## config.mk

```make
export PLATFORM = sky130hd
export DESIGN_NAME = dmem_arbiter_flat
export DESIGN_NICKNAME = d
export VERILOG_FILES = /design/src/rtl/dmem_arbiter_if.sv /design/src/rtl/dmem_arbiter.sv /design/src/flat_wrapper.sv
export SDC_FILE = /design/constraint.sdc
export NUM_CORES = 1
export LEC_CHECK = 0
export BUFFER_PORTS_ARGS = -buffer_cell sky130_fd_sc_hd__buf_4
export CAP_MARGIN = 20
export CORE_ASPECT_RATIO = 1.1
export CORE_MARGIN = 4
export CORE_UTILIZATION = 41
export DETAILED_ROUTE_END_ITERATION = 7
export GPL_TIMING_DRIVEN = 1
export PLACE_DENSITY = 0.82
export SETUP_SLACK_MARGIN = 0.15
export SYNTH_ARGS = -nofsm -noshare
export SYNTH_HDL_FRONTEND = slang
export SYNTH_SLANG_ARGS = --single-unit
```

## constraint.sdc

```tcl
create_clock -name clk -period 2.5 [get_ports clk]
set_input_delay 0.5 -clock clk [delete_from_list [all_inputs] [get_ports clk]]
set_output_delay 0.5 -clock clk [all_outputs]
set_load 0.005 [all_outputs]
```

## src/rtl/dmem_arbiter_if.sv

```systemverilog
// Requester-side handshake bundle for one data-memory port (CPU or debug).
// master = requester, slave = arbiter.
interface dmem_arbiter_if #(
  parameter int unsigned D_ADDR_W = 12,
  parameter int unsigned DATA_W   = 8
) ();
  logic                req;
  logic                we;
  logic [D_ADDR_W-1:0] addr;
  logic [DATA_W-1:0]   wdata;
  logic                gnt;
  logic                rvalid;
  logic [DATA_W-1:0]   rdata;

  modport master (
    output req, we, addr, wdata,
    input  gnt, rvalid, rdata
  );

  modport slave (
    input  req, we, addr, wdata,
    output gnt, rvalid, rdata
  );
endinterface

```

## src/rtl/dmem_arbiter.sv

```systemverilog
// Shares the single-ported data memory between the CPU and debug ports.
// CPU has priority; a saturating starvation counter bounds the debug wait.
module dmem_arbiter #(
  parameter int unsigned D_ADDR_W     = 12,
  parameter int unsigned DATA_W       = 8,
  parameter int unsigned STARVE_LIMIT = 8
) (
  input  logic                clk,
  input  logic                rst,
  dmem_arbiter_if.slave       cpu,
  dmem_arbiter_if.slave       dbg,
  output logic [D_ADDR_W-1:0] mem_addr,
  output logic [DATA_W-1:0]   mem_wdata,
  output logic                mem_we,
  output logic                mem_oe,
  input  logic [DATA_W-1:0]   mem_rdata
);

  localparam int unsigned      CNT_W = 8;
  localparam logic [CNT_W-1:0] LIMIT = CNT_W'(STARVE_LIMIT);

  logic [CNT_W-1:0]  starve_cnt_q, starve_cnt_d;
  logic              cpu_rvalid_q, cpu_rvalid_d;
  logic              dbg_rvalid_q, dbg_rvalid_d;
  logic [DATA_W-1:0] cpu_rdata_q,  cpu_rdata_d;
  logic [DATA_W-1:0] dbg_rdata_q,  dbg_rdata_d;

  logic forced;
  logic cpu_gnt_c;
  logic dbg_gnt_c;
  logic gnt_any;
  logic granted_we;

  // Grant selection; nothing is granted while reset is held
  always_comb begin
    forced    = (starve_cnt_q == LIMIT);
    cpu_gnt_c = 1'b0;
    dbg_gnt_c = 1'b0;
    if (!rst) begin
      if (forced && dbg.req) begin
        dbg_gnt_c = 1'b1;
      end else if (cpu.req) begin
        cpu_gnt_c = 1'b1;
      end else if (dbg.req) begin
        dbg_gnt_c = 1'b1;
      end
    end
  end

  // Memory drive: CPU port is the default source when idle
  always_comb begin
    gnt_any    = cpu_gnt_c | dbg_gnt_c;
    mem_addr   = cpu.addr;
    mem_wdata  = cpu.wdata;
    granted_we = cpu.we;
    if (dbg_gnt_c) begin
      mem_addr   = dbg.addr;
      mem_wdata  = dbg.wdata;
      granted_we = dbg.we;
    end
    mem_we = gnt_any & granted_we;
    mem_oe = gnt_any & ~granted_we;
  end

  // Next-state: starvation counter and read-return registers
  always_comb begin
    starve_cnt_d = starve_cnt_q;
    cpu_rvalid_d = 1'b0;
    dbg_rvalid_d = 1'b0;
    cpu_rdata_d  = cpu_rdata_q;
    dbg_rdata_d  = dbg_rdata_q;

    if (!dbg.req || dbg_gnt_c) begin
      starve_cnt_d = '0;
    end else if (starve_cnt_q != LIMIT) begin
      starve_cnt_d = starve_cnt_q + CNT_W'(1);
    end

    if (cpu_gnt_c && !cpu.we) begin
      cpu_rvalid_d = 1'b1;
      cpu_rdata_d  = mem_rdata;
    end
    if (dbg_gnt_c && !dbg.we) begin
      dbg_rvalid_d = 1'b1;
      dbg_rdata_d  = mem_rdata;
    end
  end

  always_ff @(posedge clk) begin
    if (rst) begin
      starve_cnt_q <= '0;
      cpu_rvalid_q <= 1'b0;
      dbg_rvalid_q <= 1'b0;
      cpu_rdata_q  <= '0;
      dbg_rdata_q  <= '0;
    end else begin
      starve_cnt_q <= starve_cnt_d;
      cpu_rvalid_q <= cpu_rvalid_d;
      dbg_rvalid_q <= dbg_rvalid_d;
      cpu_rdata_q  <= cpu_rdata_d;
      dbg_rdata_q  <= dbg_rdata_d;
    end
  end

  assign cpu.gnt    = cpu_gnt_c;
  assign dbg.gnt    = dbg_gnt_c;
  assign cpu.rvalid = cpu_rvalid_q;
  assign dbg.rvalid = dbg_rvalid_q;
  assign cpu.rdata  = cpu_rdata_q;
  assign dbg.rdata  = dbg_rdata_q;

  a_one_grant : assert property (@(posedge clk) !(cpu_gnt_c && dbg_gnt_c));
  a_we_oe_excl : assert property (@(posedge clk) !(mem_we && mem_oe));

endmodule

```

## src/flat_wrapper.sv

```systemverilog
// flat-port wrapper written by rule: the top's interface ports become plain ports
module dmem_arbiter_flat 
#(
  parameter int unsigned D_ADDR_W     = 12,
  parameter int unsigned DATA_W       = 8,
  parameter int unsigned STARVE_LIMIT = 8
)
  (clk, rst, mem_addr, mem_wdata, mem_we, mem_oe, mem_rdata, cpu_req, cpu_we, cpu_addr, cpu_wdata, cpu_gnt, cpu_rvalid, cpu_rdata, dbg_req, dbg_we, dbg_addr, dbg_wdata, dbg_gnt, dbg_rvalid, dbg_rdata);
  dmem_arbiter_if #(.D_ADDR_W(D_ADDR_W), .DATA_W(DATA_W)) cpu_i ();
  dmem_arbiter_if #(.D_ADDR_W(D_ADDR_W), .DATA_W(DATA_W)) dbg_i ();
  input  logic clk;
  input  logic rst;
  output logic [D_ADDR_W-1:0] mem_addr;
  output logic [DATA_W-1:0] mem_wdata;
  output logic mem_we;
  output logic mem_oe;
  input  logic [DATA_W-1:0] mem_rdata;
  input wire logic [$bits(cpu_i.req)-1:0] cpu_req;
  input wire logic [$bits(cpu_i.we)-1:0] cpu_we;
  input wire logic [$bits(cpu_i.addr)-1:0] cpu_addr;
  input wire logic [$bits(cpu_i.wdata)-1:0] cpu_wdata;
  output wire logic [$bits(cpu_i.gnt)-1:0] cpu_gnt;
  output wire logic [$bits(cpu_i.rvalid)-1:0] cpu_rvalid;
  output wire logic [$bits(cpu_i.rdata)-1:0] cpu_rdata;
  input wire logic [$bits(dbg_i.req)-1:0] dbg_req;
  input wire logic [$bits(dbg_i.we)-1:0] dbg_we;
  input wire logic [$bits(dbg_i.addr)-1:0] dbg_addr;
  input wire logic [$bits(dbg_i.wdata)-1:0] dbg_wdata;
  output wire logic [$bits(dbg_i.gnt)-1:0] dbg_gnt;
  output wire logic [$bits(dbg_i.rvalid)-1:0] dbg_rvalid;
  output wire logic [$bits(dbg_i.rdata)-1:0] dbg_rdata;
  assign cpu_i.req = cpu_req;
  assign cpu_i.we = cpu_we;
  assign cpu_i.addr = cpu_addr;
  assign cpu_i.wdata = cpu_wdata;
  assign cpu_gnt = cpu_i.gnt;
  assign cpu_rvalid = cpu_i.rvalid;
  assign cpu_rdata = cpu_i.rdata;
  assign dbg_i.req = dbg_req;
  assign dbg_i.we = dbg_we;
  assign dbg_i.addr = dbg_addr;
  assign dbg_i.wdata = dbg_wdata;
  assign dbg_gnt = dbg_i.gnt;
  assign dbg_rvalid = dbg_i.rvalid;
  assign dbg_rdata = dbg_i.rdata;
  dmem_arbiter #(.D_ADDR_W(D_ADDR_W), .DATA_W(DATA_W), .STARVE_LIMIT(STARVE_LIMIT)) u_core (.clk(clk), .rst(rst), .cpu(cpu_i), .dbg(dbg_i), .mem_addr(mem_addr), .mem_wdata(mem_wdata), .mem_we(mem_we), .mem_oe(mem_oe), .mem_rdata(mem_rdata));
endmodule
```

Word level (Yosys, flattened, before mapping)
Index checks and enable logic that the tools add are counted.
Widths: inputs -> output; s select.
Storage, ports and cells
  bits in registers: 26
  bits of input ports: 54
  output and inout bits: 42
Operators by class
  add/subtract/negate cells: 1
  reductions and logical operators: 8
  equal/unequal tests: 2
  muxes and demuxes: 12
  bitwise operators: 4
Operator list (number)
  $mux 12: 1
  $mux 1: 10
  $add 8x1->8 const B: 1
  $eq 8x4->1 const B: 1
  $mux 8: 1
  $ne 8x4->1 const B: 1
  $logic_and 1x1->1: 3
  $logic_not 1->1: 3
  $and 1x1->1: 2
  $reduce_or 2->1: 1
  $logic_or 1x1->1: 1
  $not 1->1: 1
  $or 1x1->1: 1

Longest topological paths before layout
  word-level depth: 7
  mapped depth: 7
  depth with buffers taken out: 6

Least setup slack after synthesis
OpenSTA, ideal clock, no wires.
  path type: register to output
  from: reg u_core.starve_cnt_q[0]
  to: out mem_addr[10]
  data arrival time: 1.867 ns
  setup slack: 0.133 ns
  buffers on the path: 1
  stages on the path, launching flop included: 8
  required time: 2.000 ns
  cells stage by stage: dfxtp_1 > inv_1 > ha_1 > or4b_4 > o21ai_4 > nand3_4 > buf_6 > mux2_4
Between the ends
  cells in the longest elaborated chain, start to end: 5
Ends and longest elaborated chain
  from (decl): RTL line dmem_arbiter.sv:22  | logic [CNT_W-1:0] starve_cnt_q, starve_cnt_d;
  from (signal assigned): RTL line dmem_arbiter.sv:97  | starve_cnt_q <= starve_cnt_d;
  $eq 8x4->1: RTL line dmem_arbiter.sv:36  | forced = (starve_cnt_q == LIMIT);
  $logic_and 1x1->1: RTL line dmem_arbiter.sv:40  | if (forced && dbg.req) begin
  $mux 1: RTL line dmem_arbiter.sv:40
  $mux 1: RTL line dmem_arbiter.sv:39  | if (!rst) begin
  $mux 12: RTL line dmem_arbiter.sv:56  | if (dbg_gnt_c) begin
  to (decl): RTL line flat_wrapper.sv:13  | output logic [D_ADDR_W-1:0] mem_addr;
No other way between the ends.

Final worst setup path
  from: reg u_core.starve_cnt_q[0]
  to: out mem_addr[9]
The elaborated chain is that of the path after synthesis.

==> run_results.csv <==
group,metric,value,unit
synth,synth_edf_count,0,
run,drv_cap,0,
global_route,grt.overflow.total,0,
route,drc_errors,0,
setup_path,cp.required,2.00,ns
timing,fin_ws,-0.245,ns
outcome,violations,"setup timing",
setup_path,path_class,"reg2out",
global_route,grt_max_degree,25,
setup_path,worstPathArrival,2.24,ns
timing,relSlewSlack,57.4,%
global_route,grt_pass1_wl,6640,um
min_path,min_path_type,"in2reg",
route,vias,1496,
floorplanning,die_area,4420,um^2
clock_network,numClockSinks,26,
timing,final-setup-viol-count,22,
floorplanning,dieHeight,69.3,um
synth,synth_nets,203,
synth,yosysWarnings,0,
global_route,grt_usage,18.3,%
placed_design,placed_area,2190,um^2
setup_path,cp_max_fo,24,
synth,avgSynthCellArea,9.53,um^2
route,first_pass_iters,4,
final_layout,final_core_util,68.1,%
synth,postSynth.asyncResetShare,0,%
placed_design,port_buffers,95,
final_layout,syn_to_final_growth,60.6,%
power_and_ir_drop,p_per_area,391,nW/um^2
global_route,antenna_found_initial,0,
final_layout,design_area,2250,um^2
clock_network,cts_tree,"done",
timing,fin_skew,0.00345,ns
clock_network,numCtsBuffers,3,
floorplanning,io-pin-count,96,
setup_path,start_kind,"register",
timing,rsz0062_at_grt,"yes",
power_and_ir_drop,ir_drop,0.414,mV
route,wl,4200,um
synth,ys.flop_type,"dfxtp_1",
clock_network,cts-root-buf,"clkbuf_4",
final_layout,drive_above_1_share,53.6,%
floorplanning,fp.dieW,63.7,um
synth,ys_seq_area_share,37.1,%
synth,synthCells,147,
outcome,outcome,"finished with violations",
timing,finalCritPeriodShare,110,%
route,drtIter0Drc,42,
route,routedWlPerCell,14.7,um
clock_network,clk_latency,0.33,ns
setup_path,end_kind,"output port",
global_route,grt_pass1_vias,1490,
timing,hold_viol_final,0,
route,viasPerCell,5.23,
synth,synth.most_common_cell,"dfxtp_1",
final_layout,n_antenna_cell,0,
final_layout,nets,307,
timing,clock.fmax,0.364,GHz
synth,synth_top_area_cell,"dfxtp_1",
clock_network,cts_buffer_depth,2,
placed_design,post-dp-hpwl,3420,um
floorplanning,design.core.area,3300,um^2
placed_design,place_congestion,0.773,
synth,syn_area,1400,um^2
final_layout,n_fill_cell,276,
synth,synth.lib_cells_used.distinct,29,
synth,yosysTopAreaCellShare,37.1,%
timing,fin_crit,2.74,ns
route,ant_nets,0,
clock_network,htreeDepth,1,
power_and_ir_drop,leakage,1.14,nW
power_and_ir_drop,power,880,uW
clock_network,path_clk_slew,0.14,ns
timing,worst_pin_slew,0.638,ns
floorplanning,row_count,22,
synth,synth-seq-cells,26,
synth,synthTopCellsByCount,"26 x dfxtp_1, 22 x nand3_1, 16 x mux2_4, 16 x nand2_1, 12 x nor2_1",
synth,synth.top_cells.by_area,"dfxtp_1 37%, mux2_4 17%, nand3_1 7.9%, o211ai_1 4.8%, nand2_1 4.3%",
timing,worst_hold_slack,0.337,ns
timing,slew_violations,0,
placed_design,pre_cts_slack,0.0318,ns
floorplanning,start_util,42.4,%
[layout make-up]
cell class	instances	area (um^2)	share of cell area, %
well taps	36	45.0	2.00
inverters	6	22.5	1.00
multi-input cells	111	840	37.3
flip-flops and latches	26	522	23.2
repair buffers	103	786	34.9
clock buffers	4	36.3	1.61
[cell usage in the layout, fill, tap and decap left out]
| cell | synthesis | final |
|---|---|---|
| clkbuf_8 | 0 | 1 |
| clkbuf_4 | 0 | 3 |
| mux2_4 | 16 | 16 |
| o2111ai_1 | 1 | 1 |
| nor4b_1 | 1 | 1 |
| dfxtp_2 | 0 | 1 |
| inv_2 | 1 | 1 |
| buf_4 | 0 | 102 |
| buf_12 | 0 | 1 |
| o21ai_4 | 1 | 1 |
| o21bai_1 | 1 | 1 |
| a21boi_1 | 1 | 1 |
| nor2_1 | 12 | 12 |
| nor3_4 | 0 | 1 |
| o211ai_1 | 9 | 9 |
| nand3_4 | 1 | 1 |
| xnor2_1 | 1 | 1 |
| ha_1 | 2 | 2 |
| o21ai_0 | 8 | 8 |
| mux2i_1 | 1 | 1 |
| inv_1 | 5 | 5 |
| and3_1 | 3 | 3 |
| or3b_2 | 1 | 1 |
| nand2_1 | 16 | 16 |
| nand2b_1 | 2 | 2 |
| mux2_2 | 4 | 4 |
| nand3_1 | 22 | 22 |
| dfxtp_1 | 26 | 25 |
| or4b_4 | 1 | 1 |
| nor3b_1 | 1 | 1 |
| xor2_1 | 5 | 5 |
[kinds of logic after synthesis]
logic type | count (synthesis) | synth area share, %
buffers and inverters | 10 | 3.75
AOI/OAI and AO/OA | 21 | 10.5
adders and majority gates | 2 | 1.79
and+or+nand+nor | 61 | 22.0
xor gates and xnor gates | 6 | 3.75
DFF | 26 | 37.1
muxes | 21 | 21.1
[worst max-delay path, stage by stage (launching register included)]
cell	delay, ns
dfxtp_1	0.34
inv_1	0.05
ha_1	0.15
or4b_4	0.48
o21ai_4	0.17
nand3_4	0.09
buf_12	0.18
mux2_4	0.30
buf_4	0.14
[where the power goes]
group	switching, mW	total [mW]	internal, mW
registers	0.00696	0.435	0.428
clock network	0.126	0.215	0.0893
logic	0.0813	0.231	0.150
total	0.214	0.880	0.667
[metal layers]
metal	vias up	routed length [um]	track usage (%)
met5	-	0	0
met4	0	33	5.04
met3	4	398	4.70
met2	74	2220	35.0
met1	691	1550	19.4
li1	727	-	-
[state kept, by name, summed over array words and instances, names as in the netlist]
| signal | count |
|---|---|
| u_core.cpu.rdata | 8 |
| u_core.dbg.rdata | 8 |
| u_core.starve_cnt_q | 8 |
| u_core.cpu.rvalid | 1 |
| u_core.dbg.rvalid | 1 |
[final timing paths]
kind	slack (ns)	start	to	cells after the start
worst max-delay path	-0.24	u_core.starve_cnt_q[0]$_SDFFE_PP0P_	mem_addr[9]	8
worst max register to register	0.67	u_core.starve_cnt_q[0]$_SDFFE_PP0P_	u_core.starve_cnt_q[4]$_SDFFE_PP0P_	5
worst min register to register	0.46	u_core.cpu.rdata[3]$_SDFFE_PP0P_	u_core.cpu.rdata[3]$_SDFFE_PP0P_	2
worst min-delay path	0.34	dbg_we	u_core.dbg.rvalid$_SDFF_PP0_	2
[metrics by stage]
| stage | TNS (ns) | instances |
|---|---|---|
| 2_1_floorplan | 0 | 147 |
| 3_3_place_gp | 0 | 280 |
| 3_5_place_dp | 0 | 280 |
| 4_1_cts | -4.82 | 285 |
| 5_1_grt | -6.51 | 286 |
| 6_report | -4.82 | 286 |
[timing repair]
item,in CTS,in global routing
hold endpoints to repair,0,0
setup endpoints to repair,23,23
gates resized for setup,1,2
buffers inserted,1,1
hold buffers,0,0
No activity file was read; power rests on OpenSTA's default activity.
